### src/rtl/pipe_stage_skid_if.sv
// Handshake bundle for pipe_stage_skid: upstream in_* and downstream out_*.
// slave = stage view (accepts in_*, drives out_*); master = the surrounding pipeline.
interface pipe_stage_skid_if #(
  parameter int DATA_W = 64,
  parameter int CTRL_W = 16
);
  logic              in_valid;
  logic              in_ready;
  logic [CTRL_W-1:0] in_ctrl;
  logic [DATA_W-1:0] in_data;
  logic              out_valid;
  logic              out_ready;
  logic [CTRL_W-1:0] out_ctrl;
  logic [DATA_W-1:0] out_data;

  modport slave (
    input  in_valid,
    input  in_ctrl,
    input  in_data,
    output in_ready,
    output out_valid,
    output out_ctrl,
    output out_data,
    input  out_ready
  );

  modport master (
    output in_valid,
    output in_ctrl,
    output in_data,
    input  in_ready,
    input  out_valid,
    input  out_ctrl,
    input  out_data,
    output out_ready
  );
endinterface

### src/rtl/pipe_stage_skid.sv
// Two-entry skid pipeline register (main + skid) with flush and perf counters.
// Ports: clk, reset (async high), flush, bus (slave handshake), stall_cnt, bubble_cnt.
module pipe_stage_skid #(
  parameter int DATA_W = 64,
  parameter int CTRL_W = 16,
  parameter int CNT_W  = 16
) (
  input  logic             clk,
  input  logic             reset,
  input  logic             flush,
  pipe_stage_skid_if.slave bus,
  output logic [CNT_W-1:0] stall_cnt,
  output logic [CNT_W-1:0] bubble_cnt
);

  localparam logic [CNT_W-1:0] CNT_MAX = '1;
  localparam logic [CNT_W-1:0] CNT_ONE = {{(CNT_W-1){1'b0}}, 1'b1};

  logic              r_main_v;
  logic [CTRL_W-1:0] r_main_ctrl;
  logic [DATA_W-1:0] r_main_data;
  logic              r_skid_v;
  logic [CTRL_W-1:0] r_skid_ctrl;
  logic [DATA_W-1:0] r_skid_data;
  logic              r_in_ready;
  logic [CNT_W-1:0]  r_stall;
  logic [CNT_W-1:0]  r_bubble;

  logic              w_acc;
  logic              w_drn;
  logic              w_main_v_n;
  logic [CTRL_W-1:0] w_main_ctrl_n;
  logic [DATA_W-1:0] w_main_data_n;
  logic              w_skid_v_n;
  logic [CTRL_W-1:0] w_skid_ctrl_n;
  logic [DATA_W-1:0] w_skid_data_n;
  logic              w_stall;
  logic              w_bubble;

  assign w_acc = bus.in_valid & r_in_ready;
  assign w_drn = r_main_v & bus.out_ready;

  // Counters look at the pre-edge state, so a flush cycle still counts.
  assign w_stall  = r_main_v & ~bus.out_ready;
  assign w_bubble = ~r_main_v & bus.out_ready;

  always_comb begin
    w_main_v_n    = r_main_v;
    w_main_ctrl_n = r_main_ctrl;
    w_main_data_n = r_main_data;
    w_skid_v_n    = r_skid_v;
    w_skid_ctrl_n = r_skid_ctrl;
    w_skid_data_n = r_skid_data;

    priority case (1'b1)
      flush: begin
        w_main_v_n    = 1'b0;
        w_main_ctrl_n = '0;
        w_skid_v_n    = 1'b0;
        w_skid_ctrl_n = '0;
      end
      // Skid full implies in_ready=0, so no accept can coincide here.
      (w_drn & r_skid_v): begin
        w_main_v_n    = 1'b1;
        w_main_ctrl_n = r_skid_ctrl;
        w_main_data_n = r_skid_data;
        w_skid_v_n    = 1'b0;
        w_skid_ctrl_n = '0;
      end
      (w_acc & (~r_main_v | w_drn)): begin
        w_main_v_n    = 1'b1;
        w_main_ctrl_n = bus.in_ctrl;
        w_main_data_n = bus.in_data;
      end
      (w_acc & r_main_v & ~w_drn): begin
        w_skid_v_n    = 1'b1;
        w_skid_ctrl_n = bus.in_ctrl;
        w_skid_data_n = bus.in_data;
      end
      // Data is left as-is: bubble payload is don't-care, ctrl is a NOP.
      w_drn: begin
        w_main_v_n    = 1'b0;
        w_main_ctrl_n = '0;
      end
      default: ;
    endcase
  end

  always_ff @(posedge clk or posedge reset) begin
    if (reset) begin
      r_main_v    <= 1'b0;
      r_main_ctrl <= '0;
      r_main_data <= '0;
      r_skid_v    <= 1'b0;
      r_skid_ctrl <= '0;
      r_skid_data <= '0;
      r_in_ready  <= 1'b1;
    end else begin
      r_main_v    <= w_main_v_n;
      r_main_ctrl <= w_main_ctrl_n;
      r_main_data <= w_main_data_n;
      r_skid_v    <= w_skid_v_n;
      r_skid_ctrl <= w_skid_ctrl_n;
      r_skid_data <= w_skid_data_n;
      // Registered copy keeps out_ready off the in_ready path.
      r_in_ready  <= ~w_skid_v_n;
    end
  end

  always_ff @(posedge clk or posedge reset) begin
    if (reset) begin
      r_stall  <= '0;
      r_bubble <= '0;
    end else begin
      if (w_stall && r_stall != CNT_MAX)
        r_stall <= r_stall + CNT_ONE;
      if (w_bubble && r_bubble != CNT_MAX)
        r_bubble <= r_bubble + CNT_ONE;
    end
  end

  assign bus.in_ready  = r_in_ready;
  assign bus.out_valid = r_main_v;
  assign bus.out_ctrl  = r_main_ctrl;
  assign bus.out_data  = r_main_data;
  assign stall_cnt     = r_stall;
  assign bubble_cnt    = r_bubble;

endmodule

### src/flat_wrapper.sv
// flat-port wrapper written by rule: the top's interface ports become plain ports
module pipe_stage_skid_flat 
#(
  parameter int DATA_W = 64,
  parameter int CTRL_W = 16,
  parameter int CNT_W  = 16
)
  (clk, reset, flush, stall_cnt, bubble_cnt, bus_in_valid, bus_in_ctrl, bus_in_data, bus_in_ready, bus_out_valid, bus_out_ctrl, bus_out_data, bus_out_ready);
  pipe_stage_skid_if #(.DATA_W(DATA_W), .CTRL_W(CTRL_W)) bus_i ();
  input  logic clk;
  input  logic reset;
  input  logic flush;
  output logic [CNT_W-1:0] stall_cnt;
  output logic [CNT_W-1:0] bubble_cnt;
  input wire logic [$bits(bus_i.in_valid)-1:0] bus_in_valid;
  input wire logic [$bits(bus_i.in_ctrl)-1:0] bus_in_ctrl;
  input wire logic [$bits(bus_i.in_data)-1:0] bus_in_data;
  output wire logic [$bits(bus_i.in_ready)-1:0] bus_in_ready;
  output wire logic [$bits(bus_i.out_valid)-1:0] bus_out_valid;
  output wire logic [$bits(bus_i.out_ctrl)-1:0] bus_out_ctrl;
  output wire logic [$bits(bus_i.out_data)-1:0] bus_out_data;
  input wire logic [$bits(bus_i.out_ready)-1:0] bus_out_ready;
  assign bus_i.in_valid = bus_in_valid;
  assign bus_i.in_ctrl = bus_in_ctrl;
  assign bus_i.in_data = bus_in_data;
  assign bus_in_ready = bus_i.in_ready;
  assign bus_out_valid = bus_i.out_valid;
  assign bus_out_ctrl = bus_i.out_ctrl;
  assign bus_out_data = bus_i.out_data;
  assign bus_i.out_ready = bus_out_ready;
  pipe_stage_skid #(.DATA_W(DATA_W), .CTRL_W(CTRL_W), .CNT_W(CNT_W)) u_core (.clk(clk), .reset(reset), .flush(flush), .bus(bus_i), .stall_cnt(stall_cnt), .bubble_cnt(bubble_cnt));
endmodule
### config.mk
export PLATFORM = sky130hd
export DESIGN_NAME = pipe_stage_skid_flat
export DESIGN_NICKNAME = d
export VERILOG_FILES = /design/src/rtl/pipe_stage_skid_if.sv /design/src/rtl/pipe_stage_skid.sv /design/src/flat_wrapper.sv
export SDC_FILE = /design/constraint.sdc
export NUM_CORES = 1
export LEC_CHECK = 0
export BUFFER_PORTS_ARGS = -buffer_cell sky130_fd_sc_hd__buf_2
export CORE_MARGIN = 3
export CORE_UTILIZATION = 58
export DETAILED_ROUTE_END_ITERATION = 8
export GPL_ROUTABILITY_DRIVEN = 0
export PLACE_DENSITY = 0.85
export SYNTH_ARGS = -nofsm -noshare
export SYNTH_HDL_FRONTEND = slang
export SYNTH_SLANG_ARGS = --single-unit
### constraint.sdc
create_clock -name clk -period 8.8 [get_ports clk]
set_input_delay 0.88 -clock clk [delete_from_list [all_inputs] [get_ports clk]]
set_output_delay 0.88 -clock clk [all_outputs]
set_load 0.02 [all_outputs]
==> results.sh, run 1 <==
export IMPL_seq_area_um2=4880
export IMPL_cpMostUsedCell="buf_4"
export IMPL_synthCells=891
export IMPL_crit_path_start_kind="flop"
export IMPL_num_vias=6924
export IMPL_critPathArrivalTime_ns=2.91
export IMPL_dp_hpwl_um=12200
export IMPL_path_clk_slew_ns=0.06
export IMPL_h_tree_depth=4
export IMPL_wire_per_inst_um=15.3
export IMPL_syn_nets=978
export IMPL_wl_um=19300
export IMPL_required_ns=9.05
export IMPL_fmax_mhz=376
export IMPL_post_cts_repair_setup_buffers=0
export IMPL_ff2ff_setup_slack_ns=6.14
export IMPL_grt_max_degree=134
export IMPL_worstPathCellList="nand2_1 > a211oi_4 > buf_4 > buf_4 > a31oi_1"
export IMPL_chipHeight_um=125
export IMPL_p_per_area_nw_per_um2=244
export IMPL_crit_path_max_fanout=72
export IMPL_r2r_cells=5
export IMPL_finish_utilization_pct=71.3
export IMPL_dieArea_um2=15700
export IMPL_worstSetupPathType="reg2reg"
export IMPL_cpLargestDelayFamily="buffers and inverters"
export IMPL_min_period_over_period_pct=30.3
export IMPL_drt_iter0_drc=586
export IMPL_met1_usage_pct=35.0
export IMPL_synth_edff_count=0
export IMPL_p_leak_nw=5.05
export IMPL_synth_area_um2=8280
export IMPL_synth_ff_type="dfrtp_1"
export IMPL_drive_gt1_share_pct=23.6
export IMPL_hold_depth=2
export IMPL_vdd_drop_max_uv=137
export IMPL_worstSkewPairLatency_ns=0.42
export IMPL_cts_tree="built"
export IMPL_use_met2_pct=38.0
export IMPL_synth_warnings=0
export IMPL_skew_ns=0.00827
export IMPL_clockBufferDepth=2
export IMPL_rsz0062_at_grt="no"
export IMPL_avgSynthCellArea_um2=9.29
export IMPL_grtUsageTotal_pct=24.6
export IMPL_cts_root_buf="clkbuf_16"
export IMPL_start_util_pct=59.4
export IMPL_worstReg2RegEnd="u_core.bus.out_data[13]"
export IMPL_hold_slack_ns=0.473
export IMPL_antenna_left=0
export IMPL_hp_start="u_core.r_skid_data[0]"
export IMPL_drv_cap=0
export IMPL_tightest_slew_ns=0.882
export IMPL_grt_overflow=0
export IMPL_cts_hold_buffers=0
export IMPL_whs_endpoint="u_core.r_skid_data[0]"
export IMPL_final_area_um2=9940
export IMPL_synth_most_common_cell="nand2_1"
export IMPL_io_buffers=198
export IMPL_ios=199
export IMPL_die_x_um=125
export IMPL_stdcell_count=1259
export IMPL_synth_distinct_cells=44
export IMPL_finalSetupViolCount=0
export IMPL_dr_pass1_iters=4
export IMPL_crit_buf_inv=2
export IMPL_hold_viol=0
export IMPL_n_fill_cell=1090
export IMPL_period_needed_ns=2.66
export IMPL_cts_buffers=17
export IMPL_ys_seq_elements=195
export IMPL_area_growth_pct=20.1
export IMPL_drv_slew=0
export IMPL_antenna_found_initial=2
export IMPL_dp_cells=1226
export IMPL_drc_errors=0
export IMPL_synth_top_area_share_pct=58.7
export IMPL_nets=1152
export IMPL_relSlewSlack_pct=41.2
export IMPL_crit_start="u_core.bus.out_valid"
export IMPL_synthArstFlopShare_pct=100
export IMPL_finalSetupTns_ns=0
export IMPL_cts_sinks=195
export IMPL_multiInputGateArea_um2=3150
export IMPL_rows=43
export IMPL_grt_first_pass_wirelength_um=31700
export IMPL_end_kind="flop"
export IMPL_status="finished, final reports clean"
export IMPL_via_per_inst=5.50
export IMPL_slowest_stage="dfrtp_1"
export IMPL_synth_top_cell_by_area="dfrtp_1"
export IMPL_slowest_delay_ns=0.64
export IMPL_hp_class="reg2reg"
export IMPL_reg2reg_from="u_core.bus.out_valid"
export IMPL_netlist_top_cells_area="dfrtp_1, nand2_1, a31oi_1"
export IMPL_cts_resized=0
export IMPL_core_um2=13900
export IMPL_ys_seq_area_share_pct=59.0
export IMPL_use_met3_pct=6.07
export IMPL_busiest_layer="met2"
export IMPL_synth_common_cells="nand2_1, dfrtp_1, nor2_1, a31oi_1, clkbuf_1"
export IMPL_placed_area_um2=9350
export IMPL_grt_pass1_vias=6428
registers in the layout (all words and copies together) (netlist names):
register and flops:
u_core.r_skid_ctrl 16, u_core.r_skid_data 64, u_core.r_skid_v 1, u_core.bus.out_ctrl 16
u_core.bus.out_data 64, u_core.bus.in_ready 1, u_core.bubble_cnt 16, u_core.bus.out_valid 1
u_core.stall_cnt 16
report_power, final:
part / switching, mW / internal, mW
combinational: 0.304 / 0.175
sequential: 0.114 / 1.06
clock: 0.320 / 0.446
total: 0.739 / 1.68
worst register-to-register path: stages, from the launching register on:
cell and delay, ns:
dfrtp_1 0.64, nand2_1 0.19, a211oi_4 0.27, buf_4 0.48, buf_4 0.67, a31oi_1 0.25
cell type report:
cell class,instances,area share (%)
sequential,195,49.1
multi-input combinational,637,31.7
timing repair buffer,207,10.7
clock buffer,22,4.87
tap,180,2.27
clock inverter,9,1.04
inverter,7,0.340
antenna,2,0.0504
routing by layer:
metal  share of wire, %  vias up
li1                   -     3313
met1                 44     3342
met2                 48      255
met3                6.5       14
met4               0.88        0
met5                  0        -
kinds of logic after synthesis:
logic type      synth area share [%]
simple gates                    23.7
flops                           59.0
compound gates                  10.6
buf+inv                         3.25
xor+xnor                        2.86
mux                            0.317
fa+ha+maj                      0.302
stage by stage:
step           setup WS [ns]  total power, mW
2_1_floorplan           2.61             1.49
3_3_place_gp            5.91             1.65
3_5_place_dp            5.83             1.67
4_1_cts                 6.14             2.44
5_1_grt                 5.91             2.54
6_report                6.14             2.42
worst max-delay path by stage:
stage	depth (start not counted)	slack, ns	end
after detailed placement	6	5.83	u_core.bus.out_data[13]
after floorplan	1	2.61	u_core.bubble_cnt[0]
after global placement	6	5.91	u_core.bus.out_data[7]
after global routing	6	5.91	u_core.bus.out_data[13]
after CTS	5	6.14	u_core.bus.out_data[13]
final	5	6.14	u_core.bus.out_data[13]
layout by cell type, fill, tap and decap left out, drive strengths merged, types with 3 or more instances in the layout:
cell type  count
a21oi          6
a22o          16
a22oi         16
a31oi         67
and2           3
and3           5
buf          207
clkbuf        22
clkinv         5
dfrtp        194
inv            7
nand2        346
nand3         11
nand4         12
nor2          71
nor3           9
nor4           9
o21ai         18
xnor2         10
xor2          17
Power figures use the tool's default switching activity.
==> run 2, diff against run 1 <==
--- a/config.mk
+++ b/config.mk
@@ -5,12 +5,13 @@
 export SDC_FILE = /design/constraint.sdc
 export NUM_CORES = 1
 export LEC_CHECK = 0
+export ABC_AREA = 1
 export BUFFER_PORTS_ARGS = -buffer_cell sky130_fd_sc_hd__buf_2
 export CORE_MARGIN = 3
-export CORE_UTILIZATION = 58
+export CORE_UTILIZATION = 54
 export DETAILED_ROUTE_END_ITERATION = 8
 export GPL_ROUTABILITY_DRIVEN = 0
-export PLACE_DENSITY = 0.85
+export PLACE_DENSITY = 0.8
 export SYNTH_ARGS = -nofsm -noshare
 export SYNTH_HDL_FRONTEND = slang
 export SYNTH_SLANG_ARGS = --single-unit
==> constraint.sdc (replaced) <==
create_clock -name clk -period 2.6 [get_ports clk]
set_input_delay 0.26 -clock clk [delete_from_list [all_inputs] [get_ports clk]]
set_output_delay 0.26 -clock clk [all_outputs]
set_load 0.02 [all_outputs]
==> run 2 against run 1 <==
Effect of this change: global-route usage decreased by 1.6 points; critical path depth is 1 higher; final cell count grew 19%; highest routed layer is now met5; register-to-register slack worse by 5.4 ns; flip-flop and latch count stayed put.
==> results.sh, run 2 <==
export IMPL_synthCells=1100
export IMPL_antenna_left=0
export IMPL_dieArea_um2=17900
export IMPL_finalSetupTns_ns=0
export IMPL_drv_cap=0
export IMPL_core_um2=15900
export IMPL_dp_hpwl_um=14000
export IMPL_status="finished, final reports clean"
export IMPL_vdd_drop_max_uv=458
export IMPL_grt_overflow=0
export IMPL_via_per_inst=5.08
export IMPL_required_ns=2.87
export IMPL_cts_root_buf="clkbuf_16"
export IMPL_synth_common_cells="nand2_1, o21ai_0, dfrtp_1, inv_1, nor2_1"
export IMPL_skew_ns=0.0135
export IMPL_synth_most_common_cell="nand2_1"
export IMPL_num_vias=7638
export IMPL_clockBufferDepth=2
export IMPL_tightest_slew_ns=0.877
export IMPL_drive_gt1_share_pct=19.3
export IMPL_p_leak_nw=5.69
export IMPL_synth_ff_type="dfrtp_1"
export IMPL_finish_utilization_pct=66.4
export IMPL_chipHeight_um=134
export IMPL_worstSkewPairLatency_ns=0.43
export IMPL_drc_errors=0
export IMPL_area_growth_pct=19.9
export IMPL_synth_area_um2=8820
export IMPL_wire_per_inst_um=13.5
export IMPL_final_common_cell="nand2_1"
export IMPL_synth_distinct_cells=27
export IMPL_post_cts_repair_setup_buffers=0
export IMPL_synth_warnings=0
export IMPL_drv_slew=0
export IMPL_cts_hold_buffers=1
export IMPL_hold_slack_ns=0.0944
export IMPL_hp_class="in2reg"
export IMPL_io_buffers=198
export IMPL_rows=46
export IMPL_ys_seq_elements=195
export IMPL_diodes=0
export IMPL_finalPower_mw=8.24
export IMPL_cts_sinks=195
export IMPL_worstSetupPathType="reg2reg"
export IMPL_crit_path_max_fanout=86
export IMPL_end_kind="flop"
export IMPL_finalSetupViolCount=0
export IMPL_syn_nets=1187
export IMPL_antenna_found_initial=1
export IMPL_synth_top_cell_by_area="dfrtp_1"
export IMPL_most_common_layout_cells="nand2_1, o21ai_0, buf_2"
export IMPL_relSlewSlack_pct=41.5
export IMPL_grt_max_degree=109
export IMPL_start_util_pct=55.3
export IMPL_die_x_um=134
export IMPL_wl_um=20200
export IMPL_dr_pass1_iters=5
export IMPL_min_period_over_period_pct=73.0
export IMPL_cts_buffers=17
export IMPL_netlist_top_cells_area="dfrtp_1, nand2_1, o21ai_0"
export IMPL_path_clk_slew_ns=0.07
export IMPL_cts_resized=0
export IMPL_synth_edff_count=0
export IMPL_grt_first_pass_wirelength_um=33700
export IMPL_crit_path_start_kind="flop"
export IMPL_ios=199
export IMPL_avgSynthCellArea_um2=8.02
export IMPL_cts_tree="built"
export IMPL_worstPathCellList="nand2_2 > nand2_4 > a21oi_2 > clkinv_2 > buf_4 > o21ai_0"
export IMPL_n_fill_cell=1328
export IMPL_setup_ws_ns=0.702
export IMPL_synthArstFlopShare_pct=100
export IMPL_p_per_area_nw_per_um2=779
export IMPL_hold_viol=0
export IMPL_place_ws_ns=0.682
export IMPL_period_needed_ns=1.90
export IMPL_nets=1367
export IMPL_critPathArrivalTime_ns=2.17
export IMPL_cpLargestDelayFamily="buffers and inverters"
export IMPL_rsz0062_at_grt="no"
export IMPL_grt_pass1_vias=7112
export IMPL_slowest_stage="buf_4"
export IMPL_crit_buf_inv=2
export IMPL_drt_iter0_drc=485
export IMPL_ys_seq_area_share_pct=55.3
export IMPL_fmax_mhz=527
export IMPL_synth_top_area_share_pct=55.0
export IMPL_grtUsageTotal_pct=23.0
export IMPL_h_tree_depth=4
export IMPL_slowest_delay_ns=0.58
==> run 2: changes by cell type in the layout (fill, tap and decap cells not counted), moves of 8 or more <==
cell,delta
o21ai_1,+23
xor2_1,-14
a22o_1,-16
inv_1,+128
o22ai_1,+16
nor4_1,-9
o21ai_0,+194
nor2_1,-20
a31oi_1,-67
a22oi_1,-16
nor3_1,-8
==> run 2: stage by stage <==
stage                     instances  cell area (µm²)
after floorplan                1100             8830
after global placement         1476            10000
after detailed placement       1476            10000
after CTS                      1504            10600
after global routing           1504            10600
final                          1504            10600
==> run 2: power breakdown <==
| group | internal, mW | leakage [nW] | switching, mW |
|---|---|---|---|
| clock | 1.44 | 0.264 | 1.06 |
| sequential | 3.63 | 2.47 | 0.401 |
| combinational | 0.611 | 2.96 | 1.10 |
==> run 2: cells by family (layout without fill, tap and decap cells) <==
logic type,count (synthesis),after routing,synth area share (%)
and+or+nand+nor,441,441,19.8
AOI/OAI and AO/OA,264,264,15.2
DFF,195,195,55.3
buffers and inverters,189,377,8.47
xor gates and xnor gates,9,9,0.894
adders and majority gates,2,2,0.284
==> run 2: final cells by class <==
| cell class | instances | area, µm² | share of cell area, % |
|---|---|---|---|
| clock buffer | 22 | 464 | 4.39 |
| clock inverter | 5 | 81.3 | 0.769 |
| inverter | 137 | 519 | 4.91 |
| multi-input combinational | 716 | 3210 | 30.3 |
| sequential | 195 | 4880 | 46.1 |
| tap | 216 | 270 | 2.55 |
| timing repair buffer | 213 | 1160 | 10.9 |
==> run 2: worst paths after layout <==
check	from	slack (ns)	endpoint	cells after the start
worst max-delay path	u_core.bus.out_valid	0.70	u_core.bus.out_data[46]	6
worst min-delay path	bus_in_data[11]	0.09	u_core.r_skid_data[11]	3
worst max register to register	u_core.bus.out_valid	0.70	u_core.bus.out_data[46]	6
worst min register to register	u_core.bus.out_data[10]	0.47	u_core.bus.out_data[10]	2
max in group asynchronous	reset	1.45	u_core.r_skid_data[26]	4
min in group asynchronous	reset	0.47	u_core.bus.out_data[1]	3
==> run 2: worst min-delay path, cell delays in order <==
cell	delay, ns
buf_2	0.10
inv_1	0.06
o21ai_1	0.06
==> run 2: metal layers <==
layer | GRT usage (%) | wire length, µm
met1 | 32.9 | 9030
met2 | 35.4 | 9380
met3 | 4.43 | 1330
met4 | 8.63 | 497
met5 | 0 | 13
==> run 3, diff against run 2 <==
==> constraint.sdc (replaced) <==
create_clock -name clk -period 1.8 [get_ports clk]
set_input_delay 0.18 -clock clk [delete_from_list [all_inputs] [get_ports clk]]
set_output_delay 0.18 -clock clk [all_outputs]
set_load 0.02 [all_outputs]
==> run 3 against run 2 <==
Effect of this change: register-to-register slack got worse by 0.55 ns; non-clock buffer count rose by 14; critical path depth fell by 2; routed wire length rose by 0.76%; sequential share of layout area fell by 0.74 points; combinational power rose by 53%; critical path type unchanged.
==> results.sh, run 3 (synthesis results as in run 2) <==
export IMPL_drt_iter0_drc=562
export IMPL_p_leak_nw=5.79
export IMPL_drive_gt1_share_pct=20.5
export IMPL_final_common_cell="nand2_1"
export IMPL_start_util_pct=55.3
export IMPL_p_per_area_nw_per_um2=1120
export IMPL_whs_endpoint="u_core.r_skid_data[33]"
export IMPL_wire_per_inst_um=13.4
export IMPL_hp_class="in2reg"
export IMPL_stdcell_count=1523
export IMPL_h_tree_depth=4
export IMPL_dp_hpwl_um=14200
export IMPL_crit_buf_inv=0
export IMPL_cts_buffers=17
export IMPL_cts_tree="built"
export IMPL_wl_um=20400
export IMPL_area_growth_pct=21.9
export IMPL_core_um2=15900
export IMPL_dieArea_um2=17900
export IMPL_period_needed_ns=1.65
export IMPL_required_ns=2.07
export IMPL_place_ws_ns=-0.0927
export IMPL_rsz0062_at_grt="no"
export IMPL_antenna_found_initial=1
export IMPL_cts_sinks=195
export IMPL_setup_ws_ns=0.153
export IMPL_placed_area_um2=10200
export IMPL_worstSkewPairLatency_ns=0.43
export IMPL_worstPathCellList="nand2_2 > nor2_2 > or2_1 > o22ai_1"
export IMPL_antenna_left=0
export IMPL_dp_cells=1490
export IMPL_hp_start="bus_in_data[33]"
export IMPL_nets=1381
export IMPL_status="finished, final reports clean"
export IMPL_end_kind="flop"
export IMPL_drc_errors=0
export IMPL_fmax_mhz=607
export IMPL_clockBufferDepth=2
export IMPL_grt_first_pass_wirelength_um=34100
export IMPL_finish_utilization_pct=67.4
export IMPL_num_vias=7672
export IMPL_grtUsageTotal_pct=23.4
export IMPL_r2r_cells=4
export IMPL_post_cts_repair_setup_buffers=0
export IMPL_finalSetupViolCount=0
export IMPL_crit_path_start_kind="flop"
export IMPL_hold_depth=3
export IMPL_final_area_um2=10800
export IMPL_io_buffers=198
export IMPL_drv_cap=0
export IMPL_die_x_um=134
export IMPL_finalPower_mw=12.0
export IMPL_slowest_stage="or2_1"
export IMPL_ios=199
export IMPL_most_common_layout_cells="nand2_1, o21ai_0, buf_2"
export IMPL_dr_pass1_iters=4
export IMPL_cpLargestDelayFamily="simple AND/OR/NAND/NOR gates"
export IMPL_worstReg2RegEnd="u_core.r_skid_ctrl[5]"
export IMPL_cts_root_buf="clkbuf_16"
export IMPL_worstSetupPathType="reg2reg"
export IMPL_ff2ff_setup_slack_ns=0.15
export IMPL_reg2reg_from="u_core.bus.out_valid"
export IMPL_slowest_delay_ns=0.52
export IMPL_skew_ns=0.0112
export IMPL_critPathArrivalTime_ns=1.92
export IMPL_drv_slew=0
export IMPL_hold_viol=0
export IMPL_grt_overflow=0
export IMPL_grt_max_degree=85
export IMPL_chipHeight_um=134
export IMPL_crit_path_max_fanout=16
export IMPL_relSlewSlack_pct=59.5
export IMPL_via_per_inst=5.04
export IMPL_rows=46
export IMPL_min_period_over_period_pct=91.5
export IMPL_path_clk_slew_ns=0.07
export IMPL_grt_pass1_vias=7158
export IMPL_tightest_slew_ns=0.608
export IMPL_vdd_drop_max_uv=776
-- run 3: changes by cell type in the layout (fill, tap and decap cells not counted) --
cell        change
clkinv_2        +2
nor2_1          -1
bufinv_16       -1
clkinv_4        +1
buf_4          +11
diode_2         +1
clkbuf_8        +2
buf_12          +3
nor2_4          +1
clkbuf_1        -1
clkinvlp_4      +1
-- run 3: repair_timing --
action                                 CTS  global route
hold buffers                             1             0
setup endpoints to repair                7             9
endpoints found under the hold margin    9             0
cloned                                   0             0
gates resized for setup                  1             1
-- run 3: where the power goes --
group	switching, mW	internal (mW)	leakage [nW]
clock network	1.57	2.05	0.275
registers	0.544	5.24	2.47
logic	1.66	0.948	3.05
-- run 3: how the worst max path moves through the flow --
stage,from,to,slack (ns),cells past startpoint
after floorplan,reset,u_core.bubble_cnt[0],-0.90,1
after global placement,u_core.stall_cnt[0],u_core.stall_cnt[7],-0.01,7
after detailed placement,u_core.stall_cnt[0],u_core.stall_cnt[10],-0.09,7
after CTS,u_core.bus.out_valid,u_core.bus.out_ctrl[3],0.08,6
after global routing,u_core.bubble_cnt[1],u_core.bubble_cnt[11],0.01,8
final,u_core.bus.out_valid,u_core.r_skid_ctrl[5],0.15,4
-- run 3: metrics by stage --
step                      hold WS (ns)  setup TNS [ns]
after floorplan                  0.333         -174.39
after global placement           0.171         -0.0357
after detailed placement         0.169          -0.279
after CTS                      0.00368               0
after global routing           0.00944               0
final                           0.0139               0
-- run 3: routing by layer --
layer  vias up  GRT usage (%)  part of all wire, %
met2       248           35.9                   46
met4         0           8.06                  1.9
li1       3868              -                    -
met3        28           4.54                  6.7
met1      3528           33.6                   45
met5         -              0                    0
-- run 3: cell type report --
cell class / count / area, µm²
flip-flops and latches: 195 / 4880
clock buffers: 23 / 488
well taps: 216 / 270
fillers: 1310 / 5190
repair buffers: 227 / 1300
diodes: 1 / 2.50
inverters: 137 / 519
multi-input cells: 716 / 3210
clock inverters: 8 / 77.6
-- run 3: tightest hold or removal path, cell delays in order --
cell and delay [ns]:
buf_2 0.09, inv_1 0.05, o21ai_0 0.07
